[src/rtl/sbox_config_ctrl_pkg.sv]
// Shared encodings for the switch-box configuration controller:
// command opcodes, the isolate select word and FSM state encodings.
package sbox_config_ctrl_pkg;

  localparam logic [1:0] OP_WRITE  = 2'b00;
  localparam logic [1:0] OP_COMMIT = 2'b01;
  localparam logic [1:0] OP_CLEAR  = 2'b10;
  localparam logic [1:0] OP_READ   = 2'b11;

  // All four selects at 2'b11 drive every switch-box output to 0.
  localparam logic [7:0] SBOX_ISOLATE = 8'hFF;

  typedef enum logic [1:0] {
    ST_IDLE   = 2'b00,
    ST_COMMIT = 2'b01,
    ST_CLEAR  = 2'b10
  } state_e;

endpackage

[src/rtl/sbox_cfg_bank.sv]
// NUM_ELEM x 8-bit configuration register bank with per-entry write enables
// and a bulk load; every entry resets to the isolate word.
module sbox_cfg_bank
  import sbox_config_ctrl_pkg::*;
#(
  parameter int NUM_ELEM = 4
) (
  input  logic                  clk,
  input  logic                  rst_n,
  input  logic [NUM_ELEM-1:0]   wr_en,
  input  logic [7:0]            wr_data,
  input  logic                  load_en,
  input  logic [8*NUM_ELEM-1:0] load_data,
  output logic [8*NUM_ELEM-1:0] q
);

  logic [8*NUM_ELEM-1:0] mem_d;
  logic [8*NUM_ELEM-1:0] mem_q;

  // Bulk load takes priority over single-entry writes.
  always_comb begin
    mem_d = mem_q;
    if (load_en) begin
      mem_d = load_data;
    end else begin
      for (int i = 0; i < NUM_ELEM; i++) begin
        mem_d[8*i +: 8] = wr_en[i] ? wr_data : mem_q[8*i +: 8];
      end
    end
  end

  always_ff @(posedge clk or negedge rst_n) begin
    if (!rst_n) begin
      mem_q <= {NUM_ELEM{SBOX_ISOLATE}};
    end else begin
      mem_q <= mem_d;
    end
  end

  assign q = mem_q;

endmodule

[src/rtl/sbox_config_ctrl.sv]
// Switch-box configuration controller: shadow/active banks with atomic
// commit, multi-cycle shadow clear, active-bank readback and sticky error.
module sbox_config_ctrl
  import sbox_config_ctrl_pkg::*;
#(
  parameter int NUM_ELEM = 4,
  parameter int ADDR_W   = 2
) (
  input  logic                  clk,
  input  logic                  rst_n,
  input  logic                  cfg_valid,
  output logic                  cfg_ready,
  input  logic [1:0]            cfg_op,
  input  logic [ADDR_W-1:0]     cfg_addr,
  input  logic [7:0]            cfg_data,
  output logic [8*NUM_ELEM-1:0] c_out,
  output logic                  rd_valid,
  output logic [7:0]            rd_data,
  output logic                  err
);

  localparam logic [ADDR_W-1:0] LAST_IDX = ADDR_W'(NUM_ELEM - 1);

  state_e              state_d, state_q;
  logic [ADDR_W-1:0]   cnt_d, cnt_q;
  logic                ready_d, ready_q;
  logic                rd_valid_d, rd_valid_q;
  logic [7:0]          rd_data_d, rd_data_q;
  logic                err_d, err_q;

  logic                  accept_s;
  logic                  addr_ok_s;
  logic [7:0]            rd_word_s;
  logic [NUM_ELEM-1:0]   sh_wr_en_s;
  logic [7:0]            sh_wr_data_s;
  logic [8*NUM_ELEM-1:0] shadow_s;
  logic [8*NUM_ELEM-1:0] active_s;

  assign accept_s = cfg_valid && ready_q;

  // When the address space is fully populated every address is valid.
  if (NUM_ELEM >= (1 << ADDR_W)) begin : g_addr_full
    assign addr_ok_s = 1'b1;
  end else begin : g_addr_part
    localparam logic [ADDR_W-1:0] NUM_ELEM_A = ADDR_W'(NUM_ELEM);
    assign addr_ok_s = (cfg_addr < NUM_ELEM_A);
  end

  // Readback mux over the active bank; isolate word when out of range.
  always_comb begin
    rd_word_s = SBOX_ISOLATE;
    for (int i = 0; i < NUM_ELEM; i++) begin
      rd_word_s = (cfg_addr == ADDR_W'(i)) ? active_s[8*i +: 8] : rd_word_s;
    end
  end

  // Shadow writes come either from the clear sweep or an accepted WRITE.
  always_comb begin
    sh_wr_data_s = (state_q == ST_CLEAR) ? SBOX_ISOLATE : cfg_data;
    for (int i = 0; i < NUM_ELEM; i++) begin
      sh_wr_en_s[i] = ((state_q == ST_CLEAR) && (cnt_q == ADDR_W'(i))) ||
                      (accept_s && (cfg_op == OP_WRITE) && addr_ok_s &&
                       (cfg_addr == ADDR_W'(i)));
    end
  end

  // Next-state, clear counter, readback and error logic.
  always_comb begin
    state_d    = state_q;
    cnt_d      = cnt_q;
    rd_valid_d = 1'b0;
    rd_data_d  = rd_data_q;
    err_d      = err_q;
    case (state_q)
      ST_IDLE: begin
        if (accept_s) begin
          case (cfg_op)
            OP_WRITE: begin
              err_d = addr_ok_s ? err_q : 1'b1;
            end
            OP_COMMIT: begin
              state_d = ST_COMMIT;
            end
            OP_CLEAR: begin
              state_d = ST_CLEAR;
              cnt_d   = '0;
              err_d   = 1'b0;
            end
            OP_READ: begin
              rd_valid_d = 1'b1;
              if (addr_ok_s) begin
                rd_data_d = rd_word_s;
              end else begin
                rd_data_d = SBOX_ISOLATE;
                err_d     = 1'b1;
              end
            end
            default: begin
              state_d = ST_IDLE;
            end
          endcase
        end else begin
          state_d = ST_IDLE;
        end
      end
      ST_COMMIT: begin
        state_d = ST_IDLE;
      end
      ST_CLEAR: begin
        if (cnt_q == LAST_IDX) begin
          state_d = ST_IDLE;
          cnt_d   = '0;
        end else begin
          cnt_d = cnt_q + ADDR_W'(1);
        end
      end
      default: begin
        state_d = ST_IDLE;
        cnt_d   = '0;
      end
    endcase
    ready_d = (state_d == ST_IDLE);
  end

  always_ff @(posedge clk or negedge rst_n) begin
    if (!rst_n) begin
      state_q    <= ST_IDLE;
      cnt_q      <= '0;
      ready_q    <= 1'b1;
      rd_valid_q <= 1'b0;
      rd_data_q  <= SBOX_ISOLATE;
      err_q      <= 1'b0;
    end else begin
      state_q    <= state_d;
      cnt_q      <= cnt_d;
      ready_q    <= ready_d;
      rd_valid_q <= rd_valid_d;
      rd_data_q  <= rd_data_d;
      err_q      <= err_d;
    end
  end

  sbox_cfg_bank #(.NUM_ELEM(NUM_ELEM)) u_shadow (
    .clk       (clk),
    .rst_n     (rst_n),
    .wr_en     (sh_wr_en_s),
    .wr_data   (sh_wr_data_s),
    .load_en   (1'b0),
    .load_data ({NUM_ELEM{SBOX_ISOLATE}}),
    .q         (shadow_s)
  );

  // The active bank only ever changes by a whole-bank load from the shadow.
  sbox_cfg_bank #(.NUM_ELEM(NUM_ELEM)) u_active (
    .clk       (clk),
    .rst_n     (rst_n),
    .wr_en     ({NUM_ELEM{1'b0}}),
    .wr_data   (SBOX_ISOLATE),
    .load_en   (state_q == ST_COMMIT),
    .load_data (shadow_s),
    .q         (active_s)
  );

  assign cfg_ready = ready_q;
  assign c_out     = active_s;
  assign rd_valid  = rd_valid_q;
  assign rd_data   = rd_data_q;
  assign err       = err_q;

endmodule

[config.mk]
export PLATFORM = sky130hd
export DESIGN_NAME = sbox_config_ctrl
export DESIGN_NICKNAME = d
export VERILOG_FILES = /design/src/rtl/sbox_config_ctrl_pkg.sv /design/src/rtl/sbox_cfg_bank.sv /design/src/rtl/sbox_config_ctrl.sv
export SDC_FILE = /design/constraint.sdc
export NUM_CORES = 1
export LEC_CHECK = 0
export ABC_CLOCK_PERIOD_IN_PS = 3800
export BUFFER_PORTS_ARGS = -buffer_cell sky130_fd_sc_hd__buf_2
export CORE_ASPECT_RATIO = 0.7
export CORE_MARGIN = 1
export CORE_UTILIZATION = 60
export CTS_CLUSTER_SIZE = 14
export DETAILED_ROUTE_END_ITERATION = 8
export GPL_TIMING_DRIVEN = 0
export PLACE_DENSITY = 0.84
export REMOVE_ABC_BUFFERS = 1
export SLEW_MARGIN = 20
export SYNTH_ARGS = -nofsm -noshare
export SYNTH_HDL_FRONTEND = slang
export SYNTH_SLANG_ARGS = --single-unit
[constraint.sdc]
create_clock -name clk -period 3.8 [get_ports clk]
set_clock_uncertainty 0.05 [all_clocks]
set_input_delay 0.19 -clock clk [delete_from_list [all_inputs] [get_ports clk]]
set_output_delay 0.19 -clock clk [all_outputs]
set_load 0.02 [all_outputs]
* Yosys cells after proc, flatten, opt, wreduce, memory -nomap -nowiden
Cells that the tools add are included.
Cells by class: $add $sub $neg 1, equality and inequality tests 13, multiplexer cells 16, bitwise logic cells 1, reduce and logical (&&, ||, !) cells 21
Operator list (number):
- $mux 8 | 5
- $eq 2x2->1 const B | 7
- $logic_and 1x1->1 | 10
- $logic_not 2->1 | 5
- $mux 2 | 5
- $eq 2x1->1 const B | 4
- $pmux 2 s2 | 2
- $pmux 2 s3 | 1
- $reduce_and 3->1 | 2
- $logic_or 1x1->1 | 4
- $mux 1 | 3
- $add 2x1->2 const B | 1
- $ne 2x1->1 const B | 1
- $ne 2x2->1 const B | 1
- $not 1->1 | 1
Word-level totals: bits in registers 78, bits of input ports 15, output and inout bits 43, logic and storage cells 62

* Logic depth before layout (Yosys ltp)
depth after elaboration 5, depth in mapped cells 6, gate-level depth less buffers 5

* Modules after synthesis
A second synthesis with hierarchy kept.
Unflattened totals: cell total of the unflattened synthesis 362, area total of the unflattened synthesis 4361.7 um^2
By module, submodules not included:
- sbox_cfg_bank | times used 2, cells an instance 139, area each 1679.1 um^2, sequential area each 840.8 um^2
- sbox_config_ctrl | times used 1, cells an instance 84, area each 1003.5 um^2, sequential area each 361.6 um^2

* Worst setup path before layout
OpenSTA, ideal clock, no wires.
kind register to register, start register ready_q, in the netlist cfg_ready, end register u_shadow.mem_q[0], in the netlist u_shadow.q[0], setup time 78 ps, arrival time 1427 ps, required time 3672 ps, slack 2245 ps, stages on the path, launching flop included 5, buffers on the path 1, period minus slack after synthesis 1555 ps, path through dfstp_2 > nand4b_1 > or3_1 > clkbuf_1 > o22a_2
On the way: word-level cells in the longest chain between the ends 4
Ends and longest elaborated chain:
- start: declaration | RTL line sbox_config_ctrl.sv:26 | logic ready_d, ready_q;
- start signal: assignment | RTL line sbox_config_ctrl.sv:136 | ready_q <= ready_d;
- $logic_and 1x1->1 | RTL line sbox_config_ctrl.sv:39 | assign accept_s = cfg_valid && ready_q;
- $logic_and 1x1->1 (2 in a row) | RTL line sbox_config_ctrl.sv:62 | (accept_s && (cfg_op == OP_WRITE) && addr_ok_s &&
- $logic_or 1x1->1 | RTL line sbox_config_ctrl.sv:61 | sh_wr_en_s[i] = ((state_q == ST_CLEAR) && (cnt_q == ADDR_W'(i))) ||
- end signal: assignment | RTL line sbox_cfg_bank.sv:34 | mem_q <= {NUM_ELEM{SBOX_ISOLATE}};
- end signal: assignment | RTL line sbox_cfg_bank.sv:36 | mem_q <= mem_d;
- end: declaration | RTL line sbox_cfg_bank.sv:18 | logic [8*NUM_ELEM-1:0] mem_q;
Every way passes these cells. A chain may end at the register's enable or synchronous reset.

* Worst setup path after layout
start register ready_q, in the netlist cfg_ready, end register u_shadow.mem_q[20], in the netlist u_shadow.q[20]
Same word-level chain as after synthesis.

==> results.ini <==
[cts]
cts_max_level=3
cts_buffers=9
worst_path_clk_slew_ns=0.08
worstSkewPairLatency_ns=0.35
tritoncts_clock_tree=built
clkSinkCount=78
cts.root.buffer_cell=clkbuf_8
cts_buffer_depth=2
cts.repair_timing.setup_buffer_count=0
post_cts.resized_instances=0
cts_hold_buffers=1

[route]
drt_iter0_markers=94
ant_nets=0
route.detailed.vias_per_inst=5.97
routedWlPerCell_um=18.8
detail_route.drc_violations=0
finalWirelength_um=6670
dr.pass1.iters=4
via_count=2113

[placement]
place_congestion=0.744
dp.final_hpwl_um=4560
number_of_cells_in_the_design_after_placement=337
place_ws_ns=2.06
port_buffers=56

[critical_path]
setup.worst_path.end_class=flip-flop
reg2reg_from=cfg_ready
setup.worst_path.start=cfg_ready
timing.critical_path.from_type=flip-flop
path_max_fanout=7
timing_worst_setup_path_type=flip-flop to flip-flop
cp_data_arrival_time_ns=1.98
worst-endpoint-required_ns=4.04

[timing]
maxSlewViolCount=0
final-hold-violation-count=0
post-route-period-util_pct=45.9
post_layout_minimum_cycle_time_ns=1.74
max_slew_margin_pct=49.9
final.setup.worst_slack_ns=2.06
setup_viol=0
timing.setup.tns_ns=0
rsz0062_at_grt=false
fmax_mhz=574
tightest_slew_ns=0.752

[grt]
antenna_violations_before_repair=0
vias_in_the_first_global_route=2033
met3_resource_use_gr_pct=6.69
wire_length_of_the_first_global_routing_pass_um=10800
busiest_layer=met2
groute.layer.met1.usage_pct=35.2
grt_util_met2_pct=39.0
grt_usage_pct=25.1
pin_count_of_the_biggest_net_entering_global_routing=63
grt-ovfl-total=0

[pwr]
power_density_mw_per_mm2=875
worst_ir_drop_vdd_mv=0.493
cellLeakagePower_nw=1.57

[die]
die_width_um=91.8
io_pins=58
core-area_mm2=0.00534
dieHeight_um=64.9
std_cell_rows=22
start_util_pct=63.4
die_area_mm2=0.00595

[synth]
synth_xor_area_share_pct=0
basic_gate_share_of_the_synthesized_area_counting_and_or_nand_and_nor_cells_pct=3.80
ys_seq_area_share_pct=60.3
synth_top_family_by_area=multiplexers
synthDistinctLibCells=37
synthesis.area_mm2=0.00339
synth_compound_area_share_pct=11.0
synth_area_in_adders_pct=2.96
yosys_warnings=0
synth_seq_cells=78
muxShareOfSynthArea_pct=19.3
netlist_instances=217
syn-mean-instance-area_um2=15.6

[final_layout]
finish.utilization_pct=74.8
final_layout_size_suffix_gt1_share_pct=70.9
ff_latch_area_mm2=0.00204
finalNonFillerCells=354
multiInputGateArea_mm2=0.00126
num-nets-final=300
areaGrowthSynthToFinish_pct=17.9
fillCellCount=343
antenna-diode-count=0

[hold_path]
holdCritPathClass=primary input to flip-flop
hold_path_startpoint=cfg_data[4]

[flow_run]
drv_cap=0

[run_status]
status=finished clean

-- cells in the final DEF (no fill, tap or decap), drive strengths merged, types with 4 or more instances in the layout --
| master | instances |
|---|---|
| o22a | 29 |
| clkbuf | 11 |
| inv | 6 |
| mux4 | 8 |
| mux2 | 40 |
| a22o | 4 |
| buf | 58 |
| ha | 8 |
| dfstp | 73 |
| dfrtp | 5 |
| nor2 | 5 |
-- per-stage QoR --
| stage | power, W | hold slack (ns) | area, µm² |
|---|---|---|---|
| after global placement | 0.00276 | 0.433 | 3700 |
| after CTS | 0.00351 | 0.0680 | 3990 |
| after detailed placement | 0.00283 | 0.0216 | 3760 |
| final | 0.00349 | 0.0779 | 3990 |
| after global routing | 0.00369 | 0.0771 | 3990 |
| after floorplan | 0.00242 | -0.156 | 3330 |
-- Yosys cell counts --
cell type	number	area, µm²
a21oi_1	3	15.0
a221oi_1	2	17.5
a22o_1	4	35.0
a31oi_1	2	12.5
a41oi_1	1	8.76
and3_1	1	6.26
and4_2	1	10.0
and4b_1	1	10.0
and4bb_2	1	12.5
buf_2	4	20.0
buf_4	3	22.5
buf_6	1	11.3
clkbuf_1	2	7.51
conb_1	1	3.75
dfrtp_1	5	125
dfstp_2	73	1920
ha_1	8	100
inv_1	6	22.5
mux2_1	4	45.0
mux2_2	36	405
mux2i_1	2	20.0
mux4_1	1	26.3
mux4_2	7	158
nand2_1	1	3.75
nand2_2	1	6.26
nand3_1	3	15.0
nand4_1	1	6.26
nand4b_1	1	8.76
nor2_1	4	15.0
nor2_2	1	6.26
nor2b_2	1	8.76
o21ai_0	1	5.00
o22a_1	23	201
o22a_2	6	60.1
o2bb2ai_1	2	17.5
or2b_1	1	7.51
or3_1	2	12.5
-- state kept, by name (all words and copies together) (netlist names) --
name / flops
cfg_ready: 1
cnt_q: 2
rd_data: 8
rd_valid: 1
state_q: 2
u_active.q: 32
u_shadow.q: 32
-- report_power, final --
part / internal (W) / total, W / switching [W]
clock network: 0.000388 / 0.000681 / 0.000293
registers: 0.00144 / 0.00169 / 0.000250
logic: 0.000525 / 0.00112 / 0.000598
-- logic make-up after synthesis --
logic type	count (synthesis)
adders and majority gates	8
other	1
muxes	50
and+or+nand+nor	20
buffers and inverters	16
DFF	78
AOI/OAI and AO/OA	44
-- routing by layer --
layer,share of wire (%),wire length [µm]
met1,45,3030
met2,46,3060
met3,7.7,511
met4,1.1,76
met5,0,0
-- critical path: stages, from the launching register on --
cell and delay (ns):
dfstp_2 0.58, nand4_1 0.15, o2bb2ai_1 0.65, o22a_1 0.26
-- path summary, 6_finish.rpt --
| check | to | slack [ns] | cells past startpoint |
|---|---|---|---|
| max reg2reg | u_shadow.q[20] | 2.06 | 3 |
| max | u_shadow.q[20] | 2.06 | 3 |
| min in group asynchronous | rd_valid | 0.20 | 2 |
| min | u_shadow.q[12] | 0.08 | 2 |
| max in group asynchronous | u_active.q[8] | 2.90 | 3 |
| min reg2reg | u_shadow.q[28] | 0.46 | 1 |
-- final cells by class --
class	instances	share of cell area [%]
flip-flops and latches	78	51.2
clock buffers	11	3.54
repair buffers	59	8.71
inverters	6	0.564
clock inverters	5	2.07
multi-input cells	123	31.7
well taps	72	2.26
Power figures use the tool's default switching activity.
